`config.mk`:
```
export PLATFORM = sky130hd
export DESIGN_NAME = branch_predict_unit
export DESIGN_NICKNAME = d
export VERILOG_FILES = /design/src/rtl/branch_predict_unit.sv
export SDC_FILE = /design/constraint.sdc
export NUM_CORES = 1
export LEC_CHECK = 0
export ABC_AREA = 1
export CAP_MARGIN = 20
export CORE_ASPECT_RATIO = 1.1
export CORE_UTILIZATION = 45
export CTS_CLUSTER_DIAMETER = 200
export CTS_CLUSTER_SIZE = 20
export DETAILED_ROUTE_END_ITERATION = 10
export HOLD_SLACK_MARGIN = 0.12
export PLACE_DENSITY = 0.85
export SYNTH_ARGS = -nofsm -noshare
export SYNTH_HDL_FRONTEND = slang
export SYNTH_SLANG_ARGS = --single-unit
```
`constraint.sdc`:
```
create_clock -name clk -period 3.1 [get_ports clk]
set_clock_uncertainty 0.1 [all_clocks]
set_input_delay 0.93 -clock clk [delete_from_list [all_inputs] [get_ports clk]]
set_output_delay 0.93 -clock clk [all_outputs]
set_load 0.005 [all_outputs]
```
`src/rtl/branch_predict_unit.sv`:
```
// rtl/branch_predict_unit.sv - D-stage branch resolve with 2-bit saturating direction predictor
module branch_predict_unit #(
    parameter int WIDTH = 32,
    parameter int IDX_W = 6,
    parameter int CNT_W = 16
) (
    input  logic             clk,
    input  logic             reset,
    input  logic [31:0]      f_pc,
    input  logic             f_is_cbr,
    output logic             f_pred_taken,
    input  logic             d_valid,
    input  logic             d_stall,
    input  logic [31:0]      d_pc,
    input  logic [2:0]       branch,
    input  logic             d_pred_taken,
    input  logic [WIDTH-1:0] RD1,
    input  logic [WIDTH-1:0] RD2,
    output logic [2:0]       PC_sel,
    output logic             flush,
    output logic             bw,
    output logic             mispredict,
    output logic [CNT_W-1:0] stat_br,
    output logic [CNT_W-1:0] stat_miss
);

    localparam int ENTRIES = 2 ** IDX_W;

    localparam logic [2:0] BR_NONE   = 3'd0;
    localparam logic [2:0] BR_BEQ    = 3'd1;
    localparam logic [2:0] BR_J      = 3'd2;
    localparam logic [2:0] BR_JR     = 3'd3;
    localparam logic [2:0] BR_BNE    = 3'd4;
    localparam logic [2:0] BR_LIKELY = 3'd5;
    localparam logic [2:0] BR_BLTZ   = 3'd6;
    localparam logic [2:0] BR_BGEZ   = 3'd7;

    localparam logic [2:0] SEL_SEQ     = 3'b000;
    localparam logic [2:0] SEL_TARGET  = 3'b001;
    localparam logic [2:0] SEL_JUMP    = 3'b010;
    localparam logic [2:0] SEL_JR      = 3'b011;
    localparam logic [2:0] SEL_LIKELY  = 3'b100;
    localparam logic [2:0] SEL_RECOVER = 3'b101;

    logic [1:0]       cnt_tbl [ENTRIES];
    logic [IDX_W-1:0] f_idx;
    logic [IDX_W-1:0] d_idx;
    logic             eq;
    logic             neg;
    logic             taken;
    logic             cond;
    logic             active;
    logic             update;
    logic             unused_pc_bits;

    assign f_idx = f_pc[IDX_W+1:2];
    assign d_idx = d_pc[IDX_W+1:2];

    // Only the index field of each PC addresses the table; no tags are kept.
    assign unused_pc_bits = ^{f_pc[31:IDX_W+2], f_pc[1:0], d_pc[31:IDX_W+2], d_pc[1:0]};

    assign f_pred_taken = f_is_cbr & cnt_tbl[f_idx][1];

    assign eq     = (RD1 == RD2);
    assign neg    = RD1[WIDTH-1];
    assign active = d_valid & ~d_stall;
    assign update = cond & ~d_stall;

    // Resolve branch direction and whether the D instruction is a conditional branch.
    always_comb begin
        taken = 1'b0;
        cond  = 1'b0;
        case (branch)
            BR_BEQ:    begin taken = eq;   cond = d_valid; end
            BR_BNE:    begin taken = ~eq;  cond = d_valid; end
            BR_LIKELY: begin taken = eq;   cond = d_valid; end
            BR_BLTZ:   begin taken = neg;  cond = d_valid; end
            BR_BGEZ:   begin taken = ~neg; cond = d_valid; end
            default:   begin taken = 1'b0; cond = 1'b0;    end
        endcase
    end

    assign mispredict = update & (taken != d_pred_taken);

    // Select the next fetch PC and the wrong-path / delay-slot kill.
    always_comb begin
        PC_sel = SEL_SEQ;
        flush  = 1'b0;
        bw     = 1'b0;
        if (active) begin
            case (branch)
                BR_NONE: PC_sel = SEL_SEQ;
                BR_J:    PC_sel = SEL_JUMP;
                BR_JR:   PC_sel = SEL_JR;
                BR_LIKELY: begin
                    PC_sel = taken ? SEL_LIKELY : SEL_SEQ;
                    bw     = eq;
                end
                default: begin
                    if (mispredict)
                        PC_sel = taken ? SEL_TARGET : SEL_RECOVER;
                    else
                        PC_sel = SEL_SEQ;
                end
            endcase
            flush = mispredict | ((branch == BR_LIKELY) & ~eq);
        end
    end

    // Train the resolved branch's counter and count statistics; reset beats any update.
    always_ff @(posedge clk) begin
        if (reset) begin
            for (int i = 0; i < ENTRIES; i++)
                cnt_tbl[i] <= 2'b01;
            stat_br   <= '0;
            stat_miss <= '0;
        end else if (update) begin
            if (taken) begin
                if (cnt_tbl[d_idx] != 2'b11)
                    cnt_tbl[d_idx] <= cnt_tbl[d_idx] + 2'd1;
            end else begin
                if (cnt_tbl[d_idx] != 2'b00)
                    cnt_tbl[d_idx] <= cnt_tbl[d_idx] - 2'd1;
            end
            stat_br <= stat_br + CNT_W'(1);
            if (mispredict)
                stat_miss <= stat_miss + CNT_W'(1);
        end
    end

endmodule

```
Word-level counts from Yosys, hierarchy flattened

Memory sizes are Yosys's and may differ from the RTL's.
Index checks and enable logic that the tools add are counted.

Output and inout port bits: 39
Memories: 1
Memory bits (read-only): 0
Bits in latches: 0
Bits of input ports: 137
Logic and storage cells: 59
Register bits: 32
Memory bits (writable): 128

Memory list:

| memory  | words | bits a word | rd ports | clocked after memory_dff | write ports | line | RTL |
|---|---|---|---|---|---|---|---|
| cnt_tbl | 64    | 2           | 2        | 0                        | 64          | 45   | `logic [1:0] cnt_tbl [ENTRIES];` |

Divide/modulo/power cells: 0
Shift operators: 0
Multiply operators: 0
$lt $le $gt $ge: 0
Add/subtract/negate cells: 4
Muxes and demuxes: 26
Reduce and logical (&&, ||, !) cells: 6
Eq/ne operators: 10
Bitwise gates (word level): 10

Operators with widths:

| operator                | count |
|---|---|
| $add A16 B1 Y16 const B | 2 |
| $eq A32 B32 Y1          | 1 |
| $mux W1                 | 17 |
| $eq A3 B3 Y1 const B    | 4 |
| $mux W3                 | 4 |
| $pmux W3 S4             | 1 |
| $eq A3 B2 Y1 const B    | 2 |
| $mux W6                 | 1 |
| $and A1 B1 Y1           | 5 |
| $reduce_or A5 Y1        | 1 |
| $mux W2                 | 2 |
| $pmux W1 S4             | 1 |
| $reduce_or A2 Y1        | 2 |
| $eq A3 B1 Y1 const B    | 1 |
| $logic_not A3 Y1        | 1 |
| $not A1 Y1              | 3 |
| $add A2 B1 Y2 const B   | 1 |
| $ne A2 B2 Y1 const B    | 1 |
| $or A1 B1 Y1            | 2 |
| $reduce_and A2 Y1       | 1 |
| $reduce_bool A2 Y1      | 1 |
| $sub A2 B1 Y2 const B   | 1 |
| $ne A1 B1 Y1            | 1 |

Depth between registers and ports, before layout

Gate-level depths: netlist (run 1).

Word-level depth: 10
Depth in mapped cells: 22
Depth with buffers taken out: 17

Worst setup path before layout (run 1)

Ideal clock, no wire load.

Kind: in2out
From: input port RD2[11]
To: output port PC_sel[0]
Stages on the path: 12
Data arrival time: 2292 ps
Data required time: 2070 ps
Setup slack: -222 ps
Path buffers: 1
Path through: xnor2_1 -> nand2_1 -> nor2_1 -> nand2_1 -> nor2_1 -> nand2_1 -> nand2_1 -> nand3_1 -> nand2_1 -> nand3_1 -> clkbuf_1 -> o21ai_0

Longest elaborated chain between the ends: 8

RTL lines:

| item               | line | RTL |
|---|---|---|
| from (decl)        | 18   | `input logic [WIDTH-1:0] RD2,` |
| $eq A32 B32 Y1 (*) | 64   | `assign eq = (RD1 == RD2);` |
| $not A1 Y1         | 75   | `BR_BNE: begin taken = ~eq; cond = d_valid; end` |
| $pmux W1 S4 (*)    | 73   | `case (branch)` |
| $ne A1 B1 Y1 (*)   | 83   | `assign mispredict = update & (taken != d_pred_taken);` |
| $and A1 B1 Y1 (*)  | 83   |  |
| $mux W3 (*)        | 100  | `if (mispredict)` |
| $pmux W3 S4 (*)    | 91   | `case (branch)` |
| $mux W3 (*)        | 90   | `if (active) begin` |
| to (decl)          | 19   | `output logic [2:0] PC_sel,` |

Every way passes the cells marked *; elsewhere a longest branch is shown, timed or not.

Worst setup path in the final report (run 1)

From: input port RD1[20]
To: output port PC_sel[0]

Longest elaborated chain between the ends: 8

RTL lines:

| item               | line | RTL |
|---|---|---|
| from (decl)        | 17   | `input logic [WIDTH-1:0] RD1,` |
| $eq A32 B32 Y1 (*) | 64   |  |
| $not A1 Y1         | 75   |  |
| $pmux W1 S4 (*)    | 73   |  |
| $ne A1 B1 Y1 (*)   | 83   |  |
| $and A1 B1 Y1 (*)  | 83   |  |
| $mux W3 (*)        | 100  |  |
| $pmux W3 S4 (*)    | 91   |  |
| $mux W3 (*)        | 90   |  |

Marked as above.

==> metrics.txt, run 1 <==
commonest non-fill, non-tap cell in the layout nand2_1; Slew HR 71.00%; CTS Hold Bufs 0; commonest cells after routing, fill and taps aside nand2_1, edfxtp_1, nor2_1; worst path arrival time 2.46 ns; pin count of the biggest net entering global routing 65; vias 10775; Root Buffer clkbuf_16; IO Pins roughly 180; Die X 142.9 um; Slew @ Worst Pin approximately 0.43 ns; n_diodes 0; Post-Layout Inst Area 0.01347 mm^2; Routed Antenna Nets 0; Synth cell types 31; critical path required time 2.07 ns; Crit Path Category input pin to primary output; I/O Buffers 123; Yosys top cell by area edfxtp_1; first-pass GRT wire length approximately 50000 um; Cells after DPL 1771; final worst slack -0.3906 ns; Sw Ratio 28.25%; Yosys reg bits between 150 and 200; clk slew on worst S/H paths 0.07 ns; unrepaired setup endpoints after global routing yes; Synth top area share 39.12%; Placer Congestion 0.9602; clock sinks 160; Clock Latency Late Sink 0.44 ns; Mapped Cells roughly 1300; crit share post-route 112.6%; total CTS buffers 17; initial antenna violation count 0; CP Launch Type input pin; synthesized area 0.009826 mm^2; TritonCTS clock tree built; clock buffer depth 2; FMAX around 290 MHz; GRT overflow 0; via/cell ratio slightly below 6; DR iter-0 viols 1387; # DRC 0; Tot Pwr 0.005770 W; Site Rows 56; Total Die Area roughly 0.022 mm^2; worst IR drop on VDD ~390 uV; sequential area share after synthesis 45.64%; H-Tree Depth 4; Final Max Slew Viols 0; pwr dens 428.4 mW/mm^2; total routed wirelength 33240 um; area delta synth->final 37.08%; Hold WS ~0.4 ns; post-detail-place hpwl 20030 um; top cells by area, synth edfxtp_1, nand2_1, dfxtp_1, nor2_1, nand3_1; crit-path max FO 3; fraction of layout cells with a size suffix above 1 between 20% and 30%; drt wl/cell 18.14 um; core area 0.02137 mm^2; post-route insts no fill 1832; max_cap viols 0; clock network power share 40.2%; vias in the first global route 10205; FF-to-FF path depth 19; yosys warns 0; Starting Density a little under half; combinational share of power 18.7%; chip height around 160 um; router iterations before antenna repair 7; NetSw approximately 0.0016 W; syn_nets 1483; sequential share of power between 40% and 50%; hold-critical path depth 2; final-report hold violation count 0; fin crit period 3.491 ns; failing checks negative setup slack; # setup viols final 6; internal power 0.004140 W; Placement Cell Area 0.01212 mm^2; All-Layer GR Usage 28.67%; CP Capture Type primary output; Syn Area/Cell 7.311 um^2; Worst Hold Class flip-flop to flip-flop; Final #Nets 1668; outcome finished with violations; Leak 5.724 nW
[synth_stat cells, drive strengths merged]
master,n
a31o,1
nand3,105
xor2,10
edfxtp,128
a21oi,30
xnor2,27
a21boi,1
o31ai,1
nor2,140
nor3,29
clkbuf,56
and3,1
nand4,72
inv,70
nand2,532
o211ai,2
o221ai,12
nor4,4
buf,42
o22ai,2
dfxtp,32
o21a,1
o21ai,44
ha,2
[what timing repair did]
| item | 4_1_cts | 5_1_grt |
|---|---|---|
| pin swaps | 91 | 64 |
| setup endpoints to repair | 262 | 230 |
| gates cloned | 7 | 5 |
| resized for setup | 328 | 135 |
| setup buffers | 7 | 12 |
[cell families (layout without fill, tap and decap cells)]
group	Yosys count	in the layout	share of synthesized area, %
compound gates	94	94	5.437
simple gates	883	884	37.86
fa+ha+maj	2	2	0.2546
flops	160	160	45.64
buf+inv	168	365	7.513
xor+xnor	37	37	3.298
[state kept, by name, summed over array words and instances, names as in the netlist]
register and cells:
stat_br 16, cnt_tbl 128, stat_miss 16
[path summary, 6_finish.rpt]
check                 start        endpoint  slack, ns
max                 RD1[20]       PC_sel[0]      -0.39
min              stat_br[2]      stat_br[2]       0.40
max reg2reg  cnt_tbl[10][1]  cnt_tbl[29][1]       0.56
min reg2reg      stat_br[2]      stat_br[2]       0.40
[per-stage QoR]
stage          setup TNS (ns)  setup slack (ns)  utilization [%]
5_1_grt                -7.864           -0.5207            63.03
3_3_place_gp          -167.96            -1.149            56.71
4_1_cts                -2.393           -0.4095            61.02
6_report               -1.795           -0.3906            63.03
3_5_place_dp          -181.08            -1.185            56.71
2_1_floorplan        -0.03398          -0.03398                -
[critical path, cell delays in order]
cell and delay, ns:
clkdlybuf4s15_1 0.20, xnor2_2 0.13, nand2_1 0.07, nor2_1 0.14, nand2_2 0.10, nor2_4 0.10
nand3_1 0.10, buf_4 0.15, nand4_1 0.13, nand3_4 0.11, o21ai_4 0.16, buf_2 0.14
[metal layers]
metal  global-route usage [%]  up-vias  routed length (um)
met5                        0        -                   0
met4                    14.54        0                1815
met3                    6.389      190                4013
met2                    50.58      853               16260
met1                    32.49     4898               11150
li1                         -     4834                   -
[power by group through the flow]
stage	clock, W	combinational [W]	sequential [W]
finish	0.00232	0.00108	0.00237
global route	0.00241	0.00114	0.00237
CTS	0.00232	0.000962	0.00237
detailed placement	0	0.000915	0.00241
global placement	0	0.000899	0.00241
floorplan	0	0.000497	0.00240
[final cells by class]
class	instances	area [um^2]
Clock buffer	17	425.4
Clock inverter	15	216.5
Fill cell	1622	7901
Inverter	70	285.3
Multi-Input combinational cell	1017	5122
Sequential cell	160	4484
Tap cell	290	362.8
Timing Repair Buffer	263	2572
No activity file was read; power rests on OpenSTA's default activity.
==> run 2: changes to the inputs <==
--- a/config.mk
+++ b/config.mk
@@ -13,7 +13,7 @@
 export CTS_CLUSTER_SIZE = 20
 export DETAILED_ROUTE_END_ITERATION = 10
 export HOLD_SLACK_MARGIN = 0.12
-export PLACE_DENSITY = 0.85
+export PLACE_DENSITY = 0.82
 export SYNTH_ARGS = -nofsm -noshare
 export SYNTH_HDL_FRONTEND = slang
 export SYNTH_SLANG_ARGS = --single-unit
==> constraint.sdc (replaced) <==
create_clock -name clk -period 3.9 [get_ports clk]
set_clock_uncertainty 0.1 [all_clocks]
set_input_delay 1.17 -clock clk [delete_from_list [all_inputs] [get_ports clk]]
set_output_delay 1.17 -clock clk [all_outputs]
set_load 0.005 [all_outputs]
==> run 2 against run 1 <==
Net effect:
- the flow still finishes with violations (negative setup slack)
- via count is 7.6% lower
- design area shrank 7.4%
- highest routed layer unchanged
- largest cell class unchanged
- final cell count decreased by 2.6%
- critical path depth is 1 higher
==> metrics.txt, run 2 (synthesis results as in run 1) <==
worst path arrival time 2.65 ns (+0.19 ns); initial antenna violation count 0 (unchanged); n_diodes 0 (unchanged); Total Die Area 0.02243 mm^2 (unchanged); router iterations before antenna repair 5 (-2); hold-critical path depth 2 (unchanged); commonest non-fill, non-tap cell in the layout nand2_1; dpl ws -0.9096 ns (+0.2752 ns); area delta synth->final 26.96%; pin count of the biggest net entering global routing 69 (+6.2%); Tot Pwr 0.004288 W (-26%); post-route insts no fill 1784 (-2.6%); clk slew on worst S/H paths 0.07 ns (about the same); unrepaired setup endpoints after global routing yes; fin crit period 3.917 ns; area occupied by multi-input gates 0.004870 mm^2 (-4.9%); total routed wirelength 28860 um (-13%); wire length on met3 2638 um (-34%); Routed Antenna Nets 0 (unchanged); Placer Congestion 0.9439 (-1.7%); top flop regs cnt_tbl: 128 flops, stat_br: 16 flops, stat_miss: 16 flops; crit share post-route 100.4%; total CTS buffers 17 (unchanged); Slew HR 51.80% (-19 points); crit-path max FO 3 (unchanged); commonest cells after routing, fill and taps aside nand2_1, nor2_1, edfxtp_1; clock buffer depth 2 (unchanged); Fill cells 1847 (+14%); via/cell ratio 5.580 (-5.1%); outcome finished with violations; All-Layer GR Usage 26.89% (-1.8 points); FMAX approximately 260 MHz; core area 0.02137 mm^2 (unchanged); IO Pins 176 (unchanged); H-Tree Depth 4 (unchanged); vias 9954 (-7.6%); # DRC 0 (unchanged); chip height 157.0 um (unchanged); Site Rows 56 (unchanged); max FFs per register 128 (unchanged); Starting Density 45.98% (unchanged); Crit Path Category input pin to primary output; Final #Nets 1620 (-2.9%); Cells after DPL 1741 (-1.7%); CP Capture Type primary output; DR iter-0 viols 1076 (-22%); drt wl/cell 16.18 um (-11%); Final Max Slew Viols 0 (unchanged); final worst slack -0.01669 ns (+0.3739 ns); Top reg by flops cnt_tbl; clock sinks 160 (unchanged); FF-to-FF path depth 16 (-3); final-report hold violation count 0 (unchanged); post-detail-place hpwl 19080 um (-4.8%); GRT overflow 0 (unchanged); max_cap viols 0 (unchanged); Leak 5.229 nW (-8.6%); vias in the first global route 9586 (-6.1%); # setup viols final 2 (-4); WL met2 14640 um (-10%); worst IR drop on VDD 331.8 uV (-15%); first-pass GRT wire length 46530 um (-6.6%); CTS Hold Bufs 0 (unchanged); failing checks negative setup slack; CP Launch Type input pin; fraction of layout cells with a size suffix above 1 17.87% (-5.9 points); Register Area 0.004484 mm^2 (unchanged); Die X 142.9 um (unchanged); I/O Buffers 123 (unchanged); Root Buffer clkbuf_16; TritonCTS clock tree built; top layer in use met4; Clock Latency Late Sink 0.43 ns (about the same); critical path required time 2.63 ns (+0.56 ns); pwr dens 343.7 mW/mm^2 (-20%); Slew @ Worst Pin 0.7222 ns (+0.2896 ns); WL met1 10400 um (-6.7%); Worst Hold Class flip-flop to flip-flop
run 2: cell count changes in the layout (fill, tap and decap cells not counted), sizes merged, moves of 2 or more:
cell / change
clkbuf: -18
clkinvlp: +6
buf: -26
clkdlybuf4s50: +8
bufinv: -2
dlymetal6s2s: -4
bufbuf: -3
inv: -5
dlygate4sd2: -2
run 2: worst max-delay path: stages:
cell and delay (ns):
buf_6 0.10, xnor2_2 0.14, nand2_1 0.08, nor2_2 0.12, nand2_1 0.07, nor2_2 0.11
buf_4 0.12, nand3_2 0.09, nand4_1 0.13, nand3_4 0.10, buf_6 0.13, o21ai_4 0.14
buf_2 0.14
run 2: metrics by stage:
stage / hold WS [ns] / util (%) / setup TNS [ns] / area [um^2]
after floorplan: 0.3627 / - / 0 / 9826
after global placement: 0.3717 / 55.01 / -18.13 / 11760
after detailed placement: 0.3900 / 55.01 / -28.89 / 11760
after CTS: 0.4058 / 58.21 / -0.3658 / 12440
after global routing: 0.4293 / 58.37 / -0.5446 / 12470
final: 0.4056 / 58.37 / -0.02432 / 12470
run 2: where the power goes:
part	total (W)	leakage (nW)	internal [W]	switching (W)
clock	0.00166	0.269	0.000951	0.000710
sequential	0.00188	1.37	0.00186	0.0000172
combinational	0.000746	3.59	0.000277	0.000470
run 2: final cells by class:
type | instances | area share (%)
multi-input cells | 1016 | 39.04
repair buffers | 216 | 15.22
clock inverters | 14 | 1.254
clock buffers | 18 | 3.440
well taps | 290 | 2.909
flip-flops and latches | 160 | 35.95
inverters | 70 | 2.197
run 2: worst paths after layout:
check	startpoint	endpoint	slack, ns
worst max-delay path	RD1[13]	PC_sel[0]	-0.02
worst min-delay path	stat_br[14]	stat_br[14]	0.41
worst max register to register	cnt_tbl[50][0]	cnt_tbl[33][1]	1.37
worst min register to register	stat_br[14]	stat_br[14]	0.41
run 2: repair_timing:
| item | 4_1_cts | 5_1_grt |
|---|---|---|
| resized for setup | 335 | 33 |
| setup buffers | 13 | 2 |
| pin swaps | 78 | 41 |
| setup endpoints to repair | 7 | 23 |
| cloned | 2 | 0 |
run 2: layer usage:
metal | vias up | GRT usage, %
met5 | - | 0
met4 | 0 | 13.93
met3 | 100 | 4.716
met2 | 555 | 48.51
met1 | 4562 | 30.30
li1 | 4737 | -
